### src/rtl/spi_bridge_pkg.sv
// Shared types and constants for the SPI slave to register bridge.
package spi_bridge_pkg;

  typedef enum logic [2:0] {
    ST_IDLE     = 3'd0,
    ST_WR       = 3'd1,
    ST_RD_FETCH = 3'd2,
    ST_RD_LOAD  = 3'd3,
    ST_RD_WAIT  = 3'd4
  } state_e;

  localparam int CMD_RD_BIT    = 7;
  localparam int CMD_ADDR_BITS = 7;

  // Wider than any supported word; users slice it down to their word width.
  localparam logic [31:0] TX_IDLE = '1;

  function automatic logic [7:0] sat_inc8(input logic [7:0] v);
    return (v == 8'hFF) ? v : v + 8'd1;
  endfunction

endpackage

### src/rtl/spi_slave_reg_bridge.sv
// Decodes SPI frames (command byte + data) into auto-incrementing register
// writes or prefetched reads, feeding read data back to the slave's TX input.
module spi_slave_reg_bridge
  import spi_bridge_pkg::*;
#(
  parameter int ADDR_WIDTH = 7,
  parameter int DATA_WIDTH = 8
) (
  input  logic                  clk_i,
  input  logic                  rst_n_i,
  input  logic                  en_i,
  input  logic                  spi_rdy_i,
  output logic                  spi_rdy_ack_o,
  input  logic [DATA_WIDTH-1:0] spi_data_i,
  input  logic                  spi_first_byte_i,
  input  logic                  spi_last_byte_i,
  output logic                  spi_last_byte_ack_o,
  output logic [DATA_WIDTH-1:0] spi_tx_data_o,
  output logic [ADDR_WIDTH-1:0] mem_addr_o,
  output logic [DATA_WIDTH-1:0] mem_wdata_o,
  output logic                  mem_we_o,
  output logic                  mem_re_o,
  input  logic [DATA_WIDTH-1:0] mem_rdata_i,
  output logic                  busy_o,
  output logic                  frame_done_o,
  output logic [7:0]            byte_cnt_o
);

  typedef struct packed {
    state_e                state;
    logic [ADDR_WIDTH-1:0] addr;
    logic [ADDR_WIDTH-1:0] mem_addr;
    logic [DATA_WIDTH-1:0] wdata;
    logic [DATA_WIDTH-1:0] tx;
    logic                  we;
    logic                  re;
    logic [7:0]            cnt;
    logic [7:0]            byte_cnt;
    logic                  ack;
    logic                  last_ack;
  } regs_t;

  localparam regs_t REGS_RST = '{
    state:    ST_IDLE,
    addr:     '0,
    mem_addr: '0,
    wdata:    '0,
    tx:       TX_IDLE[DATA_WIDTH-1:0],
    we:       1'b0,
    re:       1'b0,
    cnt:      8'd0,
    byte_cnt: 8'd0,
    ack:      1'b0,
    last_ack: 1'b0
  };

  regs_t q, d;

  logic                  live;
  logic                  fetch_phase;
  logic                  word_acc;
  logic                  frame_end;
  logic                  cmd_rd;
  logic [ADDR_WIDTH-1:0] cmd_addr;

  assign live        = en_i && rst_n_i;
  assign fetch_phase = (q.state == ST_RD_FETCH) || (q.state == ST_RD_LOAD);

  // The slave's rdy falls a cycle after our ack, so the cycle after an ack is
  // blanked. Mid-prefetch only a new command may be taken (resync).
  assign word_acc  = live && spi_rdy_i && !q.ack && (!fetch_phase || spi_first_byte_i);
  // A pending word always wins; frame end waits until no prefetch is in flight.
  assign frame_end = live && spi_last_byte_i && !spi_rdy_i && !q.last_ack && !fetch_phase;

  assign cmd_rd   = spi_data_i[CMD_RD_BIT];
  assign cmd_addr = ADDR_WIDTH'(spi_data_i[CMD_ADDR_BITS-1:0]);

  always_comb begin
    // NOTE: every field gets a default from q first, so no path leaves a latch.
    d          = q;
    d.we       = 1'b0;
    d.re       = 1'b0;
    d.ack      = word_acc;
    d.last_ack = frame_end;

    if (word_acc) begin
      d.cnt = sat_inc8(q.cnt);
      if (spi_first_byte_i) begin
        d.addr = cmd_addr;
        if (cmd_rd) begin
          d.state    = ST_RD_FETCH;
          d.re       = 1'b1;
          d.mem_addr = cmd_addr;
        end else begin
          d.state = ST_WR;
          d.tx    = TX_IDLE[DATA_WIDTH-1:0];
        end
      end else begin
        case (q.state)
          ST_WR: begin
            d.we       = 1'b1;
            d.mem_addr = q.addr;
            d.wdata    = spi_data_i;
            d.addr     = q.addr + ADDR_WIDTH'(1);
          end
          ST_RD_WAIT: begin
            d.state    = ST_RD_FETCH;
            d.re       = 1'b1;
            d.mem_addr = q.addr;
          end
          default: ;
        endcase
      end
    end else if (frame_end) begin
      d.state    = ST_IDLE;
      d.tx       = TX_IDLE[DATA_WIDTH-1:0];
      d.byte_cnt = q.cnt;
      d.cnt      = 8'd0;
    end else begin
      case (q.state)
        ST_RD_FETCH: d.state = ST_RD_LOAD;
        ST_RD_LOAD: begin
          d.tx    = mem_rdata_i;
          d.addr  = q.addr + ADDR_WIDTH'(1);
          d.state = ST_RD_WAIT;
        end
        default: ;
      endcase
    end
  end

  // NOTE: state is updated with non-blocking assignments only.
  always_ff @(posedge clk_i or negedge rst_n_i) begin
    if (!rst_n_i) begin
      q <= REGS_RST;
    end else if (!en_i) begin
      q <= REGS_RST;
    end else begin
      q <= d;
    end
  end

  assign spi_rdy_ack_o       = word_acc;
  assign spi_last_byte_ack_o = frame_end;
  assign frame_done_o        = frame_end;
  assign spi_tx_data_o       = q.tx;
  assign mem_addr_o          = q.mem_addr;
  assign mem_wdata_o         = q.wdata;
  assign mem_we_o            = q.we;
  assign mem_re_o            = q.re;
  assign busy_o              = (q.state != ST_IDLE);
  assign byte_cnt_o          = q.byte_cnt;

endmodule

### config.mk
export PLATFORM = sky130hd
export DESIGN_NAME = spi_slave_reg_bridge
export DESIGN_NICKNAME = d
export VERILOG_FILES = /design/src/rtl/spi_bridge_pkg.sv /design/src/rtl/spi_slave_reg_bridge.sv
export SDC_FILE = /design/constraint.sdc
export NUM_CORES = 1
export LEC_CHECK = 0
export CAP_MARGIN = 20
export CORE_AREA = 10 10 91 93
export DETAILED_ROUTE_END_ITERATION = 8
export DIE_AREA = 0 0 101 103
export GPL_ROUTABILITY_DRIVEN = 1
export HOLD_SLACK_MARGIN = 0.08
export PLACE_DENSITY = 0.75
export SKIP_CTS_REPAIR_TIMING = 1
export SLEW_MARGIN = 20
export SYNTH_ARGS = -nofsm -noshare
export SYNTH_HDL_FRONTEND = slang
export SYNTH_SLANG_ARGS = --single-unit
### constraint.sdc
create_clock -name clk_i -period 1.64 [get_ports clk_i]
set_clock_uncertainty 0.05 [all_clocks]
set_input_delay 0.328 -clock clk_i [delete_from_list [all_inputs] [get_ports clk_i]]
set_output_delay 0.328 -clock clk_i [all_outputs]
set_load 0.03 [all_outputs]
**Word level (Yosys, flattened, before mapping)**

Index checks and enable logic that the tools add are counted.

- Flip-flop bits (word level): 53
- Bits in latches: 0
- RAM bits: 0
- Bits in read-only memories: 0
- Bits of input ports: 22
- Output and inout bits: 37
- Logic and storage cells: 88
- Memories: 0

- Add/subtract/negate cells: 2
- $mul: 0
- Divide/modulo/power cells: 0
- Magnitude comparators: 0
- Equal/unequal tests: 22
- Shifts and indexed selects: 0
- Muxes and demuxes: 30
- Bitwise operators: 0
- Reductions and logical operators: 23

Operator list:

| operator | number |
|---|---|
| two-way mux 8 bit | 10 |
| two-way mux 53 bit | 1 |
| two-way mux 7 bit | 5 |
| two-way mux 17 bit | 1 |
| two-way mux 16 bit | 1 |
| two-way mux 15 bit | 1 |
| inequality test 3 bit, second input constant | 4 |
| AND reduction 3 bit | 4 |
| two-way mux 10 bit | 1 |
| adder 8 x 1 -> 8 bit, second input constant | 1 |
| == test 8 bit, second input constant | 1 |
| logical AND 1 bit | 8 |
| inequality test 4 x 2 -> 1 bit, second input constant | 2 |
| adder 7 x 1 -> 7 bit, second input constant | 1 |
| == test 3 x 2 -> 1 bit, second input constant | 2 |
| two-way mux 3 bit | 2 |
| inequality test 2 x 1 -> 1 bit, second input constant | 3 |
| inequality test 3 x 1 -> 1 bit, second input constant | 2 |
| inequality test 3 x 2 -> 1 bit, second input constant | 2 |
| one-hot mux 3 bit (2 select lines) | 1 |
| AND reduction 2 bit | 3 |
| two-way mux 1 bit | 5 |
| inequality test 5 x 1 -> 1 bit, second input constant | 1 |
| zero test 1 bit | 4 |
| 8 further kinds | 11 |

**Logic depth before layout (Yosys ltp)**

- Depth in word-level cells: 8
- Gate-level depth with buffers: 6
- Gate-level depth less buffers: 5

**Least setup slack after synthesis**

Ideal clock, no wire load.

- Path kind: in2out
- Start: input en_i
- End: output spi_last_byte_ack_o
- Data arrival time: 1693 ps
- Required time: 1262 ps
- Setup slack: -431 ps
- Cell stages on the path: 6
- Path buffers: 4
- Cells stage by stage: buf_2 inv_1 clkbuf_1 clkbuf_1 nor2_1 buf_4

- Cells in the longest elaborated chain, start to end: 5

Ends and longest elaborated chain:

| element | RTL line | source |
|---|---|---|
| start, declared | spi_slave_reg_bridge.sv:11 | `input logic en_i,` |
| logical AND 1 bit | spi_slave_reg_bridge.sv:66 | `assign live = en_i && rst_n_i;` |
| logical AND 1 bit (4 in a row) | spi_slave_reg_bridge.sv:73 | `assign frame_end = live && spi_last_byte_i && !spi_rdy_i && !q.last_ack && !fetch_phase;` |
| end, declared | spi_slave_reg_bridge.sv:17 | `output logic spi_last_byte_ack_o,` |

No other way between the ends.

**Final worst setup path**

- Start: register q[1] in the netlist's numbering
- End: register q[49] in the netlist's numbering

- Cells in the longest elaborated chain, start to end: 5
- Elaborated cells between the ends (all ways): 9
- Those cells by class: 3 x eq/ne; 2 x mux; 4 x reduce/logical

Ends and longest elaborated chain:

| element | RTL line | source |
|---|---|---|
| start, declared | spi_slave_reg_bridge.sv:57 | `regs_t q, d;` |
| start signal, assigned | spi_slave_reg_bridge.sv:135 | `q <= REGS_RST;` |
| start signal, assigned | spi_slave_reg_bridge.sv:137 | `q <= REGS_RST;` |
| start signal, assigned | spi_slave_reg_bridge.sv:139 | `q <= d;` |
| zero test 1 bit (*) | spi_slave_reg_bridge.sv:71 | `assign word_acc = live && spi_rdy_i && !q.ack && (!fetch_phase \|\| spi_first_byte_i);` |
| logical AND 1 bit (*) (2 in a row) | spi_slave_reg_bridge.sv:71 |  |
| inequality test 4 x 2 -> 1 bit (no source line) (tied with other cells) | -- |  |
| AND reduction 3 bit (no source line) or two-way mux 53 bit (tied branches) | -- |  |

Mark *: on every way between the ends. The rest lies on a longest branch, timed or not.
A chain may end at the register's enable or synchronous reset.

==> impl_metrics.json <==
{
  "grt_use_total_pct": 13.8,
  "async_flop_share_pct": 100,
  "worst-setup-path-type": "flip-flop to flip-flop",
  "fp.coreArea_mm2": 0.00657,
  "synthMuxAreaShare_pct": 10.1,
  "end_kind": "flip-flop",
  "crit_required_ps": 1790,
  "dr_total_vias": 2648,
  "ys_seq_area_share_pct": 44.9,
  "cts-htree-levels": 2,
  "slew_viol_final": 0,
  "post-route-period-util_pct": 121,
  "r2r_slack_ps": -340,
  "io_buffer_count": 58,
  "final_layout_size_suffix_gt1_share_pct": 32.8,
  "yosys_warnings": 0,
  "n_antenna_cell": 0,
  "syn2layout_area_growth_pct": 47.7,
  "cts.sinks": 53,
  "avgRoutedWirePerCell_um": 19.2,
  "clockBufferDepth": 2,
  "ir_drop_uv": 470,
  "synth_area_leaders": "dfrtp_1 (38%), mux2i_1 (9.8%), buf_4 (8.6%)",
  "wl_um": 9160,
  "hold_ws_ps": 82.0,
  "reg2reg_depth": 6,
  "fp.dieW_um": 101,
  "hp-class": "primary input to async pin",
  "synth_area_per_cell_um2": 9.56,
  "synthMostInstantiatedCell": "dfrtp_1",
  "fin_ws_ps": -341,
  "powerDensity_mw_per_mm2": 835,
  "clock_latency_ps": 320,
  "slowest_stage": "dfrtp_1",
  "p_leak_nw": 2.53,
  "r2r_start": "q[1]$_DFF_PN0_",
  "hpwl_um": 5550,
  "cts_buffers": 5,
  "relSlewSlack_pct": 75.0,
  "synth_area_mm2": 0.00297,
  "rsz0062_at_grt": "yes",
  "cpPeakStageDelay_ps": 410,
  "dieHeight_um": 103,
  "syn_inst": 311,
  "synth-xor-area-share_pct": 0.589,
  "max_freq_ghz": 0.505,
  "status": "finished with violations",
  "synth_adder_area_share_pct": 0.842,
  "synth.top_cells.by_count": "dfrtp_1 (45), buf_4 (34), mux2i_1 (29)",
  "cts.clk_slew.worst_paths_ps": 100,
  "io_pins": 59,
  "grt_pass1_wl_um": 11800,
  "die-area_mm2": 0.0104,
  "cts_root_buf": "clkbuf_8",
  "synth_edf_count": 0,
  "crit_fanout": 5,
  "path_buf_inv": 2,
  "vias_per_cell": 5.56,
  "path_delay_family": "simple AND/OR/NAND/NOR gates",
  "drc_errors": 0,
  "synth_top_area_share_pct": 37.9,
  "drt-pass1-iter-count": 4,
  "worst_slew_pin_slew_ps": 376,
  "synth.net_count": 335,
  "start_util_pct": 45.3,
  "setup_tns_ps": -6990,
  "reg2reg_to": "q[49]$_DFFE_PN0P_",
  "crit_start": "q[1]$_DFF_PN0_",
  "antenna_found_initial": 0,
  "place_congestion": 0.910,
  "placed_area_mm2": 0.00370,
  "synth_top_area_cell": "dfrtp_1",
  "setup_viol": 40,
  "synth_seq_cells": 53,
  "rows": 30,
  "violations": "setup timing",
  "maxCapViolCount": 0,
  "netlist-cell-type-count": 53,
  "period_minus_slack_ps": 1980,
  "synth_top_family_by_area": "simple AND/OR/NAND/NOR gates",
  "drt-initial-drc-count": 179,
  "cp.arrival_ps": 2130,
  "startpoint_type": "flip-flop",
  "grt_max_degree": 31,
  "path_cells": "and4b_2 > buf_6 > buf_8 > nor2_2 > or4_1 > a311oi_1",
  "cts_tree": "yes",
  "grt_pass1_vias": 2383,
  "synth-simple-area-share_pct": 16.8,
  "synth-compound-area-share_pct": 14.0,
  "ys.flop_type": "dfrtp_1",
  "final_area_mm2": 0.00439,
  "nets": 419,
  "drtAntennaViolNets": 0,
  "timing.final.hold_violations": 0,
  "overflow": 0
}
[registers in the layout, indices dropped and copies added (netlist names)]
name,count
mem_addr_o,7
byte_cnt_o,8
mem_re_o,1
spi_tx_data_o,8
mem_we_o,1
q,20
mem_wdata_o,8
[stage by stage]
stage | cells | setup slack, ps | power [W] | utilization (%)
after detailed placement | 448 | -821 | 0.00247 | 56.4
after floorplan | 311 | -39.8 | 0.00209 | -
final | 476 | -341 | 0.00367 | 66.9
after CTS | 456 | -586 | 0.00340 | 58.2
after global routing | 476 | -465 | 0.00382 | 66.9
after global placement | 448 | -742 | 0.00245 | 56.4
[placed cells by master (no fill, tap or decap), types with 4 or more instances in the layout]
master	n
nor2_4	8
dfrtp_1	43
and2_1	4
clkbuf_8	6
dlymetal6s2s_1	37
clkdlybuf4s50_1	16
inv_1	14
nand3_1	6
buf_6	12
nor2_1	16
buf_4	54
a31oi_1	4
mux2i_1	27
dfstp_2	8
and3_1	4
nand2_1	25
nand4_1	4
a211oi_1	8
a21oi_1	21
[where the power goes]
group	switching, W	internal [W]
logic	0.000657	0.000576
registers	0.0000682	0.00142
clock network	0.000454	0.000497
total	0.00118	0.00249
[logic make-up (layout without fill, tap and decap cells)]
| family | count (synthesis) | count (layout) |
|---|---|---|
| mux | 30 | 30 |
| xor+xnor | 2 | 2 |
| buf+inv | 64 | 149 |
| fa+ha+maj | 2 | 2 |
| compound gates | 62 | 62 |
| simple gates | 98 | 98 |
| flops | 53 | 53 |
[layer usage]
metal / wire, um / track usage [%] / vias to the layer above
met3: 492 / 3.62 / 34
met2: 4600 / 22.4 / 92
met1: 3760 / 17.6 / 1294
met4: 306 / 4.50 / 0
li1: - / - / 1228
met5: 0 / 0 / -
[worst max path at each step]
| stage | to | cells after the start |
|---|---|---|
| CTS | spi_rdy_ack_o | 6 |
| finish | q[49]$_DFFE_PN0P_ | 6 |
| global route | q[49]$_DFFE_PN0P_ | 6 |
| global placement | spi_tx_data_o[3]$_DFFE_PN1P_ | 5 |
| floorplan | spi_last_byte_ack_o | 5 |
| detailed placement | spi_tx_data_o[6]$_DFFE_PN1P_ | 5 |
[cell type report]
| class | instances | area, um2 |
|---|---|---|
| Clock buffer | 6 | 82.6 |
| Clock inverter | 2 | 37.5 |
| Sequential cell | 53 | 1340 |
| Fill cell | 459 | 2180 |
| Inverter | 15 | 61.3 |
| Timing Repair Buffer | 126 | 1270 |
| Tap cell | 80 | 100 |
| Multi-Input combinational cell | 194 | 1500 |
Note: power is estimated with default switching activity, not from simulation.
